## config.mk

```make
export PLATFORM = sky130hd
export DESIGN_NAME = alarm_ctrl
export DESIGN_NICKNAME = d
export VERILOG_FILES = /design/src/rtl/alarm_ctrl.sv
export SDC_FILE = /design/constraint.sdc
export NUM_CORES = 1
export LEC_CHECK = 0
export ABC_AREA = 0
export CAP_MARGIN = 30
export CORE_MARGIN = 5
export CORE_UTILIZATION = 44
export CTS_BUF_LIST = sky130_fd_sc_hd__clkbuf_2 sky130_fd_sc_hd__clkbuf_4 sky130_fd_sc_hd__clkbuf_8
export CTS_CLUSTER_DIAMETER = 30
export DETAILED_ROUTE_END_ITERATION = 8
export GPL_ROUTABILITY_DRIVEN = 0
export PLACE_DENSITY = 0.88
export RECOVER_POWER = 50
export SYNTH_ARGS = -nofsm -noshare
export SYNTH_HDL_FRONTEND = slang
export SYNTH_SLANG_ARGS = --single-unit
```

## constraint.sdc

```tcl
create_clock -name clk -period 2.6 [get_ports clk]
set_clock_uncertainty 0.15 [all_clocks]
set_input_delay 0.26 -clock clk [delete_from_list [all_inputs] [get_ports clk]]
set_output_delay 0.26 -clock clk [all_outputs]
set_load 0.1 [all_outputs]
```

## src/rtl/alarm_ctrl.sv

```systemverilog
// rtl/alarm_ctrl.sv - alarm sequencer: match detect, ring, auto-stop, snooze, re-ring
//
// Compares the running time against the stored alarm time and sequences the
// buzzer drive through OFF / ARMED / RINGING / SNOOZE.
//
// Ports:
//   clk, reset            system clock, synchronous active-high reset
//   sec_tick              one-clk pulse per second
//   turn_on               alarm enable switch (level)
//   snooze_bttn/stop_bttn debounced single-cycle pulses
//   current_mode          2'b10 = set-alarm mode, matching suppressed
//   clock_* / alarm_*     running time and stored alarm time (binary)
//   alarm_going_off       high while RINGING
//   snoozing              high while SNOOZE
//   state                 OFF=00 ARMED=01 RINGING=10 SNOOZE=11
//   snooze_count          snoozes used in the current alarm event

module alarm_ctrl #(
  parameter int RING_SECS   = 60,
  parameter int SNOOZE_SECS = 300,
  parameter int MAX_SNOOZES = 3
) (
  input  logic       clk,
  input  logic       reset,
  input  logic       sec_tick,
  input  logic       turn_on,
  input  logic       snooze_bttn,
  input  logic       stop_bttn,
  input  logic [1:0] current_mode,
  input  logic [7:0] clock_hours,
  input  logic [7:0] clock_minutes,
  input  logic [7:0] clock_seconds,
  input  logic [7:0] alarm_hours,
  input  logic [7:0] alarm_minutes,
  input  logic [7:0] alarm_seconds,
  output logic       alarm_going_off,
  output logic       snoozing,
  output logic [1:0] state,
  output logic [1:0] snooze_count
);

  localparam int RW = $clog2(RING_SECS + 1);
  localparam int SW = $clog2(SNOOZE_SECS + 1);

  localparam logic [RW-1:0] RING_LOAD   = RW'(RING_SECS);
  localparam logic [SW-1:0] SNOOZE_LOAD = SW'(SNOOZE_SECS);
  localparam logic [RW-1:0] RING_ONE    = RW'(1);
  localparam logic [SW-1:0] SNOOZE_ONE  = SW'(1);
  localparam logic [1:0]    MAX_CNT     = 2'(MAX_SNOOZES);

  localparam logic [1:0] S_OFF     = 2'b00;
  localparam logic [1:0] S_ARMED   = 2'b01;
  localparam logic [1:0] S_RINGING = 2'b10;
  localparam logic [1:0] S_SNOOZE  = 2'b11;

  logic [1:0]    state_q, state_d;
  logic [RW-1:0] ring_cnt_q, ring_cnt_d;
  logic [SW-1:0] snooze_cnt_q, snooze_cnt_d;
  logic [1:0]    count_q, count_d;
  logic          match_q;
  logic          match;
  logic          trigger;

  assign match = (clock_hours   == alarm_hours)   &&
                 (clock_minutes == alarm_minutes) &&
                 (clock_seconds == alarm_seconds) &&
                 (current_mode != 2'b10);

  // Only the first cycle of a match arms the ring, so a stop inside the
  // matching second, or enabling the alarm during it, cannot start a ring.
  assign trigger = match & ~match_q;

  always_comb begin
    state_d      = state_q;
    ring_cnt_d   = ring_cnt_q;
    snooze_cnt_d = snooze_cnt_q;
    count_d      = count_q;

    if (!turn_on) begin
      state_d = S_OFF;
      count_d = 2'd0;
    end else begin
      case (state_q)
        S_OFF: begin
          state_d = S_ARMED;
        end
        S_ARMED: begin
          if (trigger) begin
            state_d    = S_RINGING;
            ring_cnt_d = RING_LOAD;
            count_d    = 2'd0;
          end
        end
        S_RINGING: begin
          if (stop_bttn) begin
            state_d = S_ARMED;
            count_d = 2'd0;
          end else if (snooze_bttn) begin
            // Snooze presses beyond the allowance leave the ring going.
            if (count_q < MAX_CNT) begin
              state_d      = S_SNOOZE;
              snooze_cnt_d = SNOOZE_LOAD;
              count_d      = count_q + 2'd1;
            end
          end else if (sec_tick) begin
            if (ring_cnt_q == RING_ONE) begin
              state_d = S_ARMED;
              count_d = 2'd0;
            end else if (ring_cnt_q > RING_ONE) begin
              ring_cnt_d = ring_cnt_q - RING_ONE;
            end
          end
        end
        S_SNOOZE: begin
          if (stop_bttn) begin
            state_d = S_ARMED;
            count_d = 2'd0;
          end else if (sec_tick) begin
            if (snooze_cnt_q == SNOOZE_ONE) begin
              state_d    = S_RINGING;
              ring_cnt_d = RING_LOAD;
            end else if (snooze_cnt_q > SNOOZE_ONE) begin
              snooze_cnt_d = snooze_cnt_q - SNOOZE_ONE;
            end
          end
        end
        default: begin
          state_d = S_OFF;
        end
      endcase
    end
  end

  always_ff @(posedge clk) begin
    if (reset) begin
      state_q      <= S_OFF;
      ring_cnt_q   <= '0;
      snooze_cnt_q <= '0;
      count_q      <= 2'd0;
      match_q      <= 1'b0;
    end else begin
      state_q      <= state_d;
      ring_cnt_q   <= ring_cnt_d;
      snooze_cnt_q <= snooze_cnt_d;
      count_q      <= count_d;
      match_q      <= match;
    end
  end

  assign alarm_going_off = (state_q == S_RINGING);
  assign snoozing        = (state_q == S_SNOOZE);
  assign state           = state_q;
  assign snooze_count    = count_q;

endmodule

```

==> results of run 1 <==
power breakdown:
group          internal (mW)  switching, mW  total [mW]
Combinational          0.109         0.0645       0.173
Clock                  0.156          0.110       0.266
Sequential             0.310        0.00578       0.316
per-layer routing:
metal  share of wire  routed length, um
met1            0.40               1540
met4           0.024                 91
met5               0                  0
met2            0.52               1960
met3           0.055                207
kinds of logic after synthesis:
group / synth area share
AND/OR/NAND/NOR: 0.300
AO/OA/AOI/OAI: 0.182
XOR/XNOR: 0.171
flip-flops: 0.270
buffers and inverters: 0.0278
adder cells (fa/ha/maj): 0.0421
multiplexers: 0.00758
state kept, by name, summed over array words and instances, names as in the netlist:
register	flops
state	2
snooze_count	2
ring_cnt_q	6
match_q	1
snooze_cnt_q	9
path summary, 6_finish.rpt:
| path | from | endpoint |
|---|---|---|
| worst min-delay path | ring_cnt_q[0]$_SDFFE_PP0P_ | ring_cnt_q[0]$_SDFFE_PP0P_ |
| worst max-delay path | state[0]$_SDFFE_PP0P_ | state[0] |
| worst min register to register | ring_cnt_q[0]$_SDFFE_PP0P_ | ring_cnt_q[0]$_SDFFE_PP0P_ |
| worst max register to register | snooze_cnt_q[1]$_SDFFE_PP0P_ | snooze_cnt_q[8]$_SDFFE_PP0P_ |
layout by cell type (no fill, tap or decap), types with 6 or more instances in the layout:
cell / n
clkdlybuf4s50_1: 54
xor2_1: 19
dfxtp_1: 19
nand2_1: 11
nor2_1: 11
xnor2_1: 10
a21oi_1: 9
nor2b_1: 7
nand4_1: 7
nor3_1: 7
a31oi_1: 7
o21ai_0: 7
inv_1: 6
nor4_1: 6
nand2b_1: 6
or3_1: 6
worst reg2reg max path: cells and delay by family (launching register included):
kind,cells,cell delay (ps)
AOI/OAI and AO/OA,2,650
buffers and inverters,1,80
adders and majority gates,1,210
and+or+nand+nor,2,560
DFF,1,410
cell type report:
class | count | area, um2
sequential | 20 | 402
multi-input combinational | 149 | 1040
clock inverter | 1 | 30.0
timing repair buffer | 63 | 602
tap | 46 | 57.6
inverter | 6 | 22.5
clock buffer | 3 | 22.5
fill | 304 | 1130
metrics by stage:
| step | cell area [um2] | hold WS [ps] |
|---|---|---|
| after CTS | 2200 | 363 |
| after global placement | 2150 | 333 |
| final | 2180 | 363 |
| after floorplan | 1490 | 303 |
| after detailed placement | 2150 | 340 |
| after global routing | 2180 | 402 |
==> metrics.yaml, run 1 <==
critPathTopFamily: "buffers and inverters"
syn_avg_cell_area_um2: 8.30
rrSetupSlack_ps: 480
final_util: 0.658
yosysTopAreaCell: "dfxtp_1"
peakVddDrop_mv: 0.224
area_growth_pct: 46.8
ys_seq_area_frac: 0.270
cts_setup_buffers: 0
hold_depth: 1
cp_num_buf_inv: 1
yosysWarningCount: 0
synth_area_mm2: 0.00149
synthTopCellsByCount: "20 x dfxtp_1, 19 x xor2_1, 11 x nand2_1, 11 x nor2_1, 10 x xnor2_1"
busiest_layer: "met2"
syn_inst: 179
relSlewSlack: 0.208
num_vias: 1553
antenna_found_initial: 0
initial_core_util: 0.449
cp_data_arrival_time_ps: 1740
drt_iter0_markers: 75
routed_via_density: 5.39
cp.depth: 1
dpl.cell_count: 284
synth_top_area_share: 0.270
die_w_um: 68.1
drc: 0
port_buffers: 61
rows: 21
grt_pass1_vias: 1463
gr-usage-met1: 0.198
netlist_top_cells_area: "dfxtp_1 27%, xor2_1 11%, xnor2_1 5.9%"
finalCritPeriodShare: 0.826
routed_wl_um: 3800
post_drt_wl_per_cell_um: 13.2
tightest_slew_ps: 1190
cts_made_buffers: 3
hold_violations: 0
max_freq_ghz: 0.465
dp_hpwl_um: 3130
num_io_pins: 62
rsz0062_at_grt: "no"
final_cells: 288
core_area_mm2: 0.00331
synth_edf_count: 0
cp_cell_sequence: "clkbuf_1"
ys.flop_type: "dfxtp_1"
grt_pass1_wl_um: 6260
die_h_um: 68.1
cpPeakStageDelay_ps: 910
layout_min_cycle_time_ps: 2150
use_met2: 0.315
yosysMostFrequentCell: "dfxtp_1"
cts_max_path_buffers: 2
cts_root_buf: "clkbuf_4"
crit_required_ps: 2190
ys_ff_latch: 20
hold_path_class: "flip-flop to flip-flop"
start_kind: "flip-flop"
setup_viol: 0
path_max_fanout: 11
synth-async-reset-ratio: 0
clkTransAtPathRegs_ps: 110
setup_tns_ps: 0
n_antenna_cell: 0
slew_violations: 0
dieArea_mm2: 0.00464
cts_tree: "built"
htree_levels: 1
clock_sinks: 20
p_leak_nw: 0.810
grt_max_degree: 13
insertion_delay_ps: 320
nNetsFinal: 304
dr.pass1.iters: 4
ant_nets: 0
met3_usage: 0.0493
p_total_mw: 0.755
cap_violations: 0
cts_resized: 0
syn_nets: 240
hold_buffers: 0
criticalPathCategory: "flip-flop to output pin"
worst_slack_ps: 452
p_per_area_mw_per_mm2: 347
overflow: 0
r2r_cells: 6
post-place-ws_ps: 275
crit_slowest_cell: "clkbuf_1"
grt.total_usage: 0.177
post_route_cells_drive_above_1_share: 0.0661
synthDistinctLibCells: 41
outcome: "finished clean"
cp-end-kind: "output pin"
Note: power is estimated with default switching activity, not from simulation.
==> run 2, diff against run 1 <==
- CORE_UTILIZATION: 44 -> 40
- PLACE_DENSITY: 0.88 -> 0.85
- clock period: 2.6 -> 1.9 ns (I/O delays scaled with it)
==> run 2 against run 1 <==
The flow now finishes with violations (setup timing). First-iteration DRC count rose by 32%. Global-route usage fell by 0.74 points. Utilization rose by 6.9 points. Clock power rose by 9.4%. Combinational power rose by 71%. Non-clock buffer count rose by 34. Worst hold slack got worse by 30 ps. Critical path depth rose by 4. Worst setup slack got worse by 560 ps. Sequential power rose by 35%. Register-to-register slack got worse by 590 ps. Via count rose by 10%. Critical endpoint is now ring_cnt_q[2]$_SDFFE_PP0P_.
==> metrics.yaml, run 2 (synthesis gave the netlist of run 1 again) <==
fillers: 239
place_area_mm2: 0.00240
cts_max_path_buffers: 2
hold_violations: 0
grt_pass1_vias: 1648
hold_path_class: "flip-flop to flip-flop"
nNetsFinal: 338
cp_data_arrival_time_ps: 2030
dieArea_mm2: 0.00503
port_buffers: 61
antenna_found_initial: 0
hold_buffers: 0
p_leak_nw: 1.02
worst_slack_ps: -112
cts_tree: "built"
grt_max_degree: 12
final_common_cell: "clkdlybuf4s50_1"
routed_via_density: 5.30
cp-end-kind: "flip-flop"
postLayoutCellArea_mm2: 0.00264
start_kind: "flip-flop"
final_cell_mix: "55 x clkdlybuf4s50_1, 33 x buf_4, 19 x xor2_1"
dp_hpwl_um: 3560
initial_core_util: 0.409
finalCritPeriodShare: 1.06
cap_violations: 0
slew_violations: 0
num_io_pins: 62
rows: 22
drc: 0
dr.pass1.iters: 4
insertion_delay_ps: 260
grt_pass1_wl_um: 7110
die_w_um: 70.9
regMostFlops: "snooze_cnt_q"
relSlewSlack: 0.736
post_drt_wl_per_cell_um: 14.8
tightest_slew_ps: 393
peakVddDrop_mv: 0.478
num_vias: 1716
top_regs: "snooze_cnt_q x9, ring_cnt_q x6"
setup_tns_ps: -250
clock_sinks: 20
outcome: "complete, but fails checks"
violations: "setup timing"
p_total_mw: 1.01
dpl.cell_count: 310
rsz0062_at_grt: "yes"
final_cells: 324
drt_iter0_markers: 99
setup_viol: 5
n_antenna_cell: 0
routed_wl_um: 4800
max_freq_ghz: 0.497
overflow: 0
crit_required_ps: 1910
path_max_fanout: 4
cts_made_buffers: 3
largest_reg_flops: 9
clkTransAtPathRegs_ps: 80
grt.total_usage: 0.169
area_growth_pct: 77.9
htree_levels: 1
final_util: 0.727
post_route_cells_drive_above_1_share: 0.286
die_h_um: 70.9
ant_nets: 0
criticalPathCategory: "flip-flop to flip-flop"
p_per_area_mw_per_mm2: 383
core_area_mm2: 0.00363
cts_root_buf: "clkbuf_8"
layout_min_cycle_time_ps: 2010
==> run 2: cell count changes in the layout (fill, tap and decap cells not counted), moves of 3 or more <==
cell	change
clkbuf_1	-5
buf_6	+5
dfxtp_1	-6
clkbuf_8	+3
nor4_1	-4
dfxtp_4	+4
clkbuf_4	-3
buf_12	+3
buf_4	+32
nor4_2	+4
==> run 2: layout make-up <==
type / instances / area (um2) / share of cell area
clock inverter: 1 / 3.75 / 0.00142
sequential: 20 / 419 / 0.159
tap: 48 / 60.1 / 0.0227
timing repair buffer: 97 / 935 / 0.354
clock buffer: 3 / 41.3 / 0.0156
multi-input combinational: 149 / 1160 / 0.439
inverter: 6 / 22.5 / 0.00852
==> run 2: layer usage <==
| metal | track usage | part of all wire |
|---|---|---|
| met5 | 0 | 0 |
| met4 | 0.0376 | 0.014 |
| met3 | 0.0440 | 0.046 |
| met2 | 0.320 | 0.55 |
| met1 | 0.188 | 0.39 |
==> run 2: critical path, cell delays in order (launching register included) <==
cell      delay [ps]
dfxtp_2          330
or4_4            580
o211ai_4         270
nand3_2          140
mux2_4           320
o211a_1          120
==> run 2: path summary, 6_finish.rpt <==
check                                           startpoint                         end  slack [ps]  cells past startpoint
worst min register to register  ring_cnt_q[0]$_SDFFE_PP0P_  ring_cnt_q[0]$_SDFFE_PP0P_         330                      1
worst max register to register  ring_cnt_q[3]$_SDFFE_PP0P_  ring_cnt_q[2]$_SDFFE_PP0P_        -110                      5
worst max-delay path            ring_cnt_q[3]$_SDFFE_PP0P_  ring_cnt_q[2]$_SDFFE_PP0P_        -110                      5
worst min-delay path            ring_cnt_q[0]$_SDFFE_PP0P_  ring_cnt_q[0]$_SDFFE_PP0P_         330                      1
==> run 2: through the flow <==
step | hold WS [ps] | setup slack [ps]
4_1_cts | 358 | -19.8
3_3_place_gp | 309 | -152
3_5_place_dp | 310 | -210
5_1_grt | 353 | -165
6_report | 333 | -112
2_1_floorplan | 231 | -41.0
==> run 2: power breakdown <==
| group | switching [mW] | internal [mW] |
|---|---|---|
| combinational | 0.113 | 0.183 |
| clock | 0.147 | 0.144 |
| sequential | 0.00667 | 0.420 |
==> run 2: what timing repair did <==
| action | in CTS | in global routing |
|---|---|---|
| gates resized for setup | 1 | 26 |
| setup endpoints to repair | 6 | 16 |
| buffers inserted | 3 | 8 |
| pin swaps | 5 | 17 |
| hold endpoints to repair | 0 | 0 |
==> run 3, diff against run 2 <==
- ABC_CLOCK_PERIOD_IN_PS: not set -> 1900
- CORE_UTILIZATION: 40 -> 39
- CTS_BUF_LIST: sky130_fd_sc_hd__clkbuf_2 sky130_fd_sc_hd__clkbuf_4 sky130_fd_sc_hd__clkbuf_8 -> not set
- CTS_CLUSTER_SIZE: not set -> 24
- PLACE_DENSITY: 0.85 -> 0.83
==> run 3 against run 2 <==
Non-clock buffer count is 8 lower. Largest power group unchanged. Critical path type unchanged. First-iteration DRC count is 10% higher. Sequential share of layout area is 0.73 points higher. Highest routed layer unchanged. The run still ends with setup timing left. Global-route usage is 0.59 points lower. Register-to-register slack better by 100 ps.
==> metrics.yaml, run 3 (synthesis gave the netlist of run 1 again) <==
post_drt_wl_per_cell_um: 14.1
worst_slack_ps: -9.81
hold_depth: 4
clock_sinks: 20
p_leak_nw: 0.988
crit_required_ps: 1910
finalCritPeriodShare: 1.01
path_max_fanout: 4
critPathLaunch: "ring_cnt_q[4]$_SDFFE_PP0P_"
crit_slowest_cell: "or4_4"
r2r_cells: 5
setup_viol: 2
cts_tree: "built"
violations: "setup timing"
num_vias: 1691
max_freq_ghz: 0.524
final_common_cell: "clkdlybuf4s50_1"
criticalPathCategory: "flip-flop to flip-flop"
dieArea_mm2: 0.00514
dr.pass1.iters: 4
cts_root_buf: "clkbuf_8"
post_route_cells_drive_above_1_share: 0.243
cp-end-kind: "flip-flop"
cp_cell_sequence: "or4_4 > o211ai_4 > nand3_2 > mux2_4 > o211a_1"
drt_iter0_markers: 109
cap_violations: 0
min_from: "turn_on"
insertion_delay_ps: 260
initial_core_util: 0.403
rsz0062_at_grt: "yes"
final_cell_mix: "54 x clkdlybuf4s50_1, 30 x buf_4, 19 x xor2_1"
peakVddDrop_mv: 0.331
area_growth_pct: 69.1
cts_made_buffers: 3
grt_pass1_vias: 1576
dp_hpwl_um: 3520
grt.total_usage: 0.163
rows: 22
largest_reg_flops: 9
relSlewSlack: 0.629
routed_wl_um: 4450
antenna_found_initial: 0
setup_tns_ps: -12.2
r2r_start: "ring_cnt_q[4]$_SDFFE_PP0P_"
overflow: 0
drc: 0
min_to: "snooze_count[1]$_SDFFE_PP0P_"
grt_max_degree: 13
die_h_um: 71.7
cts_max_path_buffers: 2
layout_min_cycle_time_ps: 1910
ant_nets: 0
outcome: "complete, but fails checks"
holdWs_ps: 301
start_kind: "flip-flop"
top_regs: "snooze_cnt_q x9, ring_cnt_q x6"
hold_path_class: "input pin to flip-flop"
cpPeakStageDelay_ps: 570
die_w_um: 71.7
clkTransAtPathRegs_ps: 80
hold_violations: 0
port_buffers: 61
n_antenna_cell: 0
num_io_pins: 62
slew_violations: 0
routed_via_density: 5.35
r2r_end: "ring_cnt_q[2]$_SDFFE_PP0P_"
p_per_area_mw_per_mm2: 412
tightest_slew_ps: 558
grt_pass1_wl_um: 6900
rrSetupSlack_ps: -10
final_util: 0.681
htree_levels: 1
cp_data_arrival_time_ps: 1920
nNetsFinal: 330
regMostFlops: "snooze_cnt_q"
core_area_mm2: 0.00369
run 3: area by class of cell:
type                            count  area (um2)
Multi-Input combinational cell    149        1110
Sequential cell                    20         417
Fill cell                         303        1180
Tap cell                           48        60.1
Clock buffer                        4        55.1
Inverter                            6        22.5
Timing Repair Buffer               89         843
run 3: report_power, final:
group / total [mW] / switching (mW) / leakage [nW] / internal (mW)
Combinational: 0.274 / 0.103 / 0.794 / 0.171
Sequential: 0.427 / 0.00697 / 0.165 / 0.420
Clock: 0.332 / 0.148 / 0.0288 / 0.185
run 3: worst max path at each step:
| stage | cells after the start | end | slack [ps] |
|---|---|---|---|
| CTS | 6 | snooze_cnt_q[8]$_SDFFE_PP0P_ | 1 |
| global placement | 6 | snooze_cnt_q[8]$_SDFFE_PP0P_ | -180 |
| global route | 6 | snooze_cnt_q[8]$_SDFFE_PP0P_ | -70 |
| detailed placement | 6 | snooze_cnt_q[8]$_SDFFE_PP0P_ | -310 |
| floorplan | 6 | snooze_cnt_q[8]$_SDFFE_PP0P_ | -40 |
| finish | 5 | ring_cnt_q[2]$_SDFFE_PP0P_ | -10 |
run 3: critical path, delay by kind of cell, from the launching register on:
family / cells / cell delay, ps
AO/OA/AOI/OAI: 2 / 320
flip-flops: 1 / 330
multiplexers: 1 / 310
AND/OR/NAND/NOR: 2 / 690
run 3: layer usage:
layer / up-vias / share of wire / global-route usage / routed length, um
met2: 59 / 0.52 / 0.303 / 2320
li1: 835 / - / - / -
met4: 0 / 0.0054 / 0.0188 / 24
met5: - / 0 / 0 / 0
met1: 791 / 0.42 / 0.197 / 1850
met3: 6 / 0.056 / 0.0351 / 249
run 3: per-stage QoR:
stage	area, um2	total power, mW	setup WS [ps]	instances
after floorplan	1540	0.537	-41.0	179
after global placement	2390	0.697	-181	308
after detailed placement	2390	0.702	-313	308
after CTS	2440	1.03	1.50	312
after global routing	2510	1.08	-71.4	316
final	2510	1.03	-9.81	316
run 3: repair_timing:
action / CTS / global route
setup endpoints to repair: 4 / 12
resized for setup: 0 / 13
buffers inserted: 0 / 4
pin swaps: 2 / 6
hold buffers: 0 / 0
==> RTL edit 1 (settings of run 3) <==
Change the parameter `RING_SECS` from 60 to 120.
--- a/src/rtl/alarm_ctrl.sv
+++ b/src/rtl/alarm_ctrl.sv
@@ -16,7 +16,7 @@
 //   snooze_count          snoozes used in the current alarm event
 
 module alarm_ctrl #(
-  parameter int RING_SECS   = 60,
+  parameter int RING_SECS   = 120,
   parameter int SNOOZE_SECS = 300,
   parameter int MAX_SNOOZES = 3
 ) (
Formal check against the unedited RTL: same outputs for any inputs over 10 cycles, from zero or initial values and one cycle with reset high; that may be too few to reach the edited logic, so the function may still have changed.
==> RTL edit 1 against run 3 <==
The run still ends with negative setup slack left; utilization up 9.0 points; worst setup slack worse by 0.52 ns; wire length up 68%; synthesized area up 7.5%; sequential cell count up 1; design area up 22%; power up 8.5%; cell count up 11%; count of clock-buffer cells in the layout down 1; critical path type unchanged.
==> RTL edit 1: results (changes against run 3) <==
stage	metric	value	unit	change
cts	Root Driver	clkbuf_8		unchanged
synth	Area contributors post-synth	dfxtp_1 26%, xor2_1 13%, a311oi_1 4.9%, ha_1 3.9%, a21oi_1 3.8%		was dfxtp_1 27%, xor2_1 11%, xnor2_1 5.9%, ha_1 4.2%, a21oi_1 3.0%
final_layout	diodes inserted	0		unchanged
drt	drt total wl	7480	um	was 4447 um
cts	H-tree Lvls	1		unchanged
worst_setup_path	CP max stage cell	or4_4		unchanged
power_and_ir_drop	VDD IR max	353.8	uV	was 330.7 uV
cts	worst skew pair latency	0.27	ns	
sta	Max-slew headroom	65.48	%	was 62.94%
placed_design	Post-DP Area	2659	um2	was 2390 um2
synth	Post-synth top cells	24 x xor2_1, 21 x dfxtp_1, 12 x a21oi_1, 12 x nor3_1		was 20 x dfxtp_1, 19 x xor2_1, 11 x nand2_1, 11 x nor2_1, 10 x xnor2_1
global_routing	GRT Util Overall	23.42	%	was 16.34%
power_and_ir_drop	LEAKAGE	1.353	nW	was 0.9876 nW
worst_setup_path	CP Max Fanout	5		was 4
synth	YS warnings	0		unchanged
global_routing	largest net degree at the start of global routing	13		unchanged
synth	sequential area share after synthesis	26.33	%	was 26.96%
cts	TritonCTS buffer count	3		unchanged
placed_design	DP Worst Slack	-0.5102	ns	was -0.3126 ns
status	outcome	finished, violations left		unchanged
drt	first drt pass iteration count	5		was 4
drt	number of DRC markers in iteration 0	208		was 109
final_layout	final net count	364		was 330
final_layout	Filler cells	208		was 303
placed_design	IO Port Bufs	61		unchanged
cts	CTS Buffer Depth	2		unchanged
drt	Via Count	2184		was 1691
final_layout	multi-input combinational cell area	1383	um2	was 1114 um2
synth	Post-synth top flop	dfxtp_1		unchanged
final_layout	share of cells above drive strength 1	38.41	%	was 24.25%
sta	setup ws final	-0.5299	ns	was -0.009806 ns
worst_setup_path	max incr delay on CP	0.53	ns	was 0.57 ns
final_layout	top flop regs	snooze_cnt_q: 9 flops, ring_cnt_q: 7 flops		was snooze_cnt_q: 9 flops, ring_cnt_q: 6 flops
worst_hold_path	Hold Crit Class	reg2reg		was in2reg
drt	DRT antenna net count	0		unchanged
global_routing	vias in the first global route	2094		was 1576
synth	Synth cell types	40		was 41
sta	setup TNS	-7.608	ns	was -0.01224 ns
placed_design	DP HPWL	4135	um	was 3517 um
cts	CTS clock-pin slew for the worst setup and hold paths	0.08	ns	about the same
global_routing	first-pass GRT wire length	9867	um	was 6900 um
worst_setup_path	Arr. time, crit path	2.45	ns	was 1.92 ns
global_routing	initial antenna violation count	0		unchanged
power_and_ir_drop	P_int	0.0007874	W	was 0.0007757 W
status	failing checks	negative setup slack		unchanged
synth	async set-reset flop share out of synthesis	0	%	unchanged
synth	Mapped Nets	252		was 240
sta	endpoints failing setup	20		was 2
## RTL edit 1: area by class of cell
cell class	count	share of cell area [%]
multi-input cells	156	45.14
repair buffers	112	35.70
flip-flops and latches	21	14.26
well taps	50	2.042
clock buffers	3	1.348
inverters	9	1.348
clock inverters	1	0.1634
## RTL edit 1: cells by family (layout without fill, tap and decap cells)
| logic type | after synthesis | in the layout | synth area share (%) |
|---|---|---|---|
| simple gates | 77 | 77 | 27.51 |
| compound gates | 44 | 45 | 22.10 |
| xor+xnor | 24 | 24 | 13.17 |
| flops | 21 | 21 | 26.33 |
| buf+inv | 15 | 125 | 3.526 |
| fa+ha+maj | 5 | 5 | 3.918 |
| mux | 5 | 5 | 3.448 |
## RTL edit 1: repair_timing
action / CTS / global route
gates cloned: 1 / 2
buffers inserted: 1 / 5
resized for setup: 30 / 39
hold buffers: 0 / 0
setup endpoints to repair: 20 / 20
pin swaps: 18 / 24
## RTL edit 1: worst max-delay path: cells and delay by family, from the launching register on
kind                   cells  cell delay [ns]
AND/OR/NAND/NOR            2             0.89
buffers and inverters      1             0.19
multiplexers               1             0.30
AO/OA/AOI/OAI              2             0.46
flip-flops                 1             0.33
## RTL edit 1: layer usage
layer  vias up  share of wire [%]  global-route usage [%]
li1        944                  -                       -
met1       988                 34                   25.88
met2       193                 50                   41.54
met3        59                 10                   4.324
met4         0                6.3                   13.88
met5         -                  0                       0
## RTL edit 1: power groups by stage
stage               Sequential (W)  Combinational [W]  Clock [W]
finish                    0.000453           0.000355   0.000314
global route              0.000453           0.000371   0.000327
CTS                       0.000451           0.000320   0.000306
detailed placement        0.000460           0.000305          0
global placement          0.000460           0.000297          0
floorplan                 0.000472           0.000102          0
## RTL edit 1: path summary, 6_finish.rpt
check | start | endpoint | slack (ns) | cells after the start
max | snooze_cnt_q[7] | ring_cnt_q[6] | -0.53 | 6
min | snooze_count[0] | snooze_count[0] | 0.37 | 1
max reg2reg | snooze_cnt_q[7] | ring_cnt_q[6] | -0.53 | 6
min reg2reg | snooze_count[0] | snooze_count[0] | 0.37 | 1
## RTL edit 1: per-stage QoR
stage | hold slack (ns) | std cells | power [W]
3_3_place_gp | 0.3135 | 340 | 0.0007568
4_1_cts | 0.3373 | 346 | 0.001077
3_5_place_dp | 0.3154 | 340 | 0.0007647
6_report | 0.3736 | 352 | 0.001121
2_1_floorplan | 0.1874 | 191 | 0.0005741
5_1_grt | 0.3741 | 352 | 0.001151
==> RTL edit 2 (settings of run 3) <==
Without the edit above. Register the outputs `alarm_going_off` and `snoozing`, without a reset; this adds one clock of latency there. The other outputs are not delayed to match.
--- a/src/rtl/alarm_ctrl.sv
+++ b/src/rtl/alarm_ctrl.sv
@@ -147,8 +147,10 @@
     end
   end
 
-  assign alarm_going_off = (state_q == S_RINGING);
-  assign snoozing        = (state_q == S_SNOOZE);
+  always_ff @(posedge clk) begin
+    alarm_going_off <= (state_q == S_RINGING);
+    snoozing        <= (state_q == S_SNOOZE);
+  end
   assign state           = state_q;
   assign snooze_count    = count_q;
 
Function: changed (Yosys sat finds a counterexample within 4 cycles, from zero or initial values and one cycle with reset high).
==> RTL edit 2 against run 3 <==
The flow still finishes with violations (negative setup slack); sequential cell count is 2 higher; synthesized area is 2.0% higher; design area is 15% higher; worst setup slack worse by 0.30 ns; die area is 1.7% higher; count of clock-buffer cells in the layout stayed put; combinational power is 36% higher; wire length is 36% higher; power is 16% higher; critical path type unchanged; largest cell class unchanged; largest power group unchanged.
==> RTL edit 2: results (changes against run 3) <==
stage	metric	value	unit	change
status	outcome	finished, violations left		unchanged
status	failing checks	negative setup slack		unchanged
worst_setup_path	Arr. time, crit path	2.24	ns	was 1.92 ns
cts	number of gates resized after CTS	16		was 0
drt	number of DRC markers in iteration 0	126		was 109
sta	setup ws final	-0.3065	ns	was -0.009806 ns
power_and_ir_drop	VDD IR max	318.0	uV	was 330.7 uV
final_layout	final net count	353		was 330
power_and_ir_drop	LEAKAGE	1.123	nW	was 0.9876 nW
global_routing	GRT Util Overall	20.57	%	was 16.34%
drt	Vias per Instance	5.673		was 5.351
placed_design	Placed Instances	322		was 308
final_layout	design area	2880	um2	was 2511 um2
power_and_ir_drop	Switching Fraction	27.76	%	was 24.93%
worst_setup_path	CP Max Fanout	5		was 4
sta	endpoints failing setup	19		was 2
final_layout	final std cells w/o fill	339		was 316
synth	Post-Synth XOR/XNOR Area	14.45	%	was 17.10%
synth	Mapped Nets	234		was 240
synth	Adder-Cell Fraction of Synth Area	4.129	%	was 4.212%
sta	setup TNS	-3.570	ns	was -0.01224 ns
placed_design	Post-DP Area	2572	um2	was 2390 um2
worst_hold_path	Hold Crit Class	reg2reg		was in2reg
synth	Synth top area share	29.07	%	was 26.96%
worst_setup_path	max incr delay on CP	0.60	ns	was 0.57 ns
-- RTL edit 2: cell count changes after synthesis, sizes merged, moves of 3 or more --
cell     delta
a2111oi     +3
nor3        -3
xor2       -14
or4         +3
nor2b       -6
xnor2      +10
nor2        -4
a41oi       +3
-- RTL edit 2: layout make-up --
type	instances	area share, %
multi-input combinational	141	42.44
timing repair buffer	117	36.62
sequential	22	16.03
tap	48	2.085
clock buffer	4	1.911
inverter	7	0.9123
-- RTL edit 2: metal layers --
layer  share of wire (%)  wire length, um  GRT usage (%)
met1                  38             2285          22.89
met2                  52             3140          40.14
met3                 7.3              439          3.186
met4                 3.1              189          4.802
met5                   0                0              0
-- RTL edit 2: worst paths after layout --
check	startpoint	end	slack (ns)	depth (start not counted)
max	snooze_cnt_q[6]	snooze_cnt_q[7]	-0.31	6
min	ring_cnt_q[5]	ring_cnt_q[5]	0.36	2
max reg2reg	snooze_cnt_q[6]	snooze_cnt_q[7]	-0.31	6
min reg2reg	ring_cnt_q[5]	ring_cnt_q[5]	0.36	2
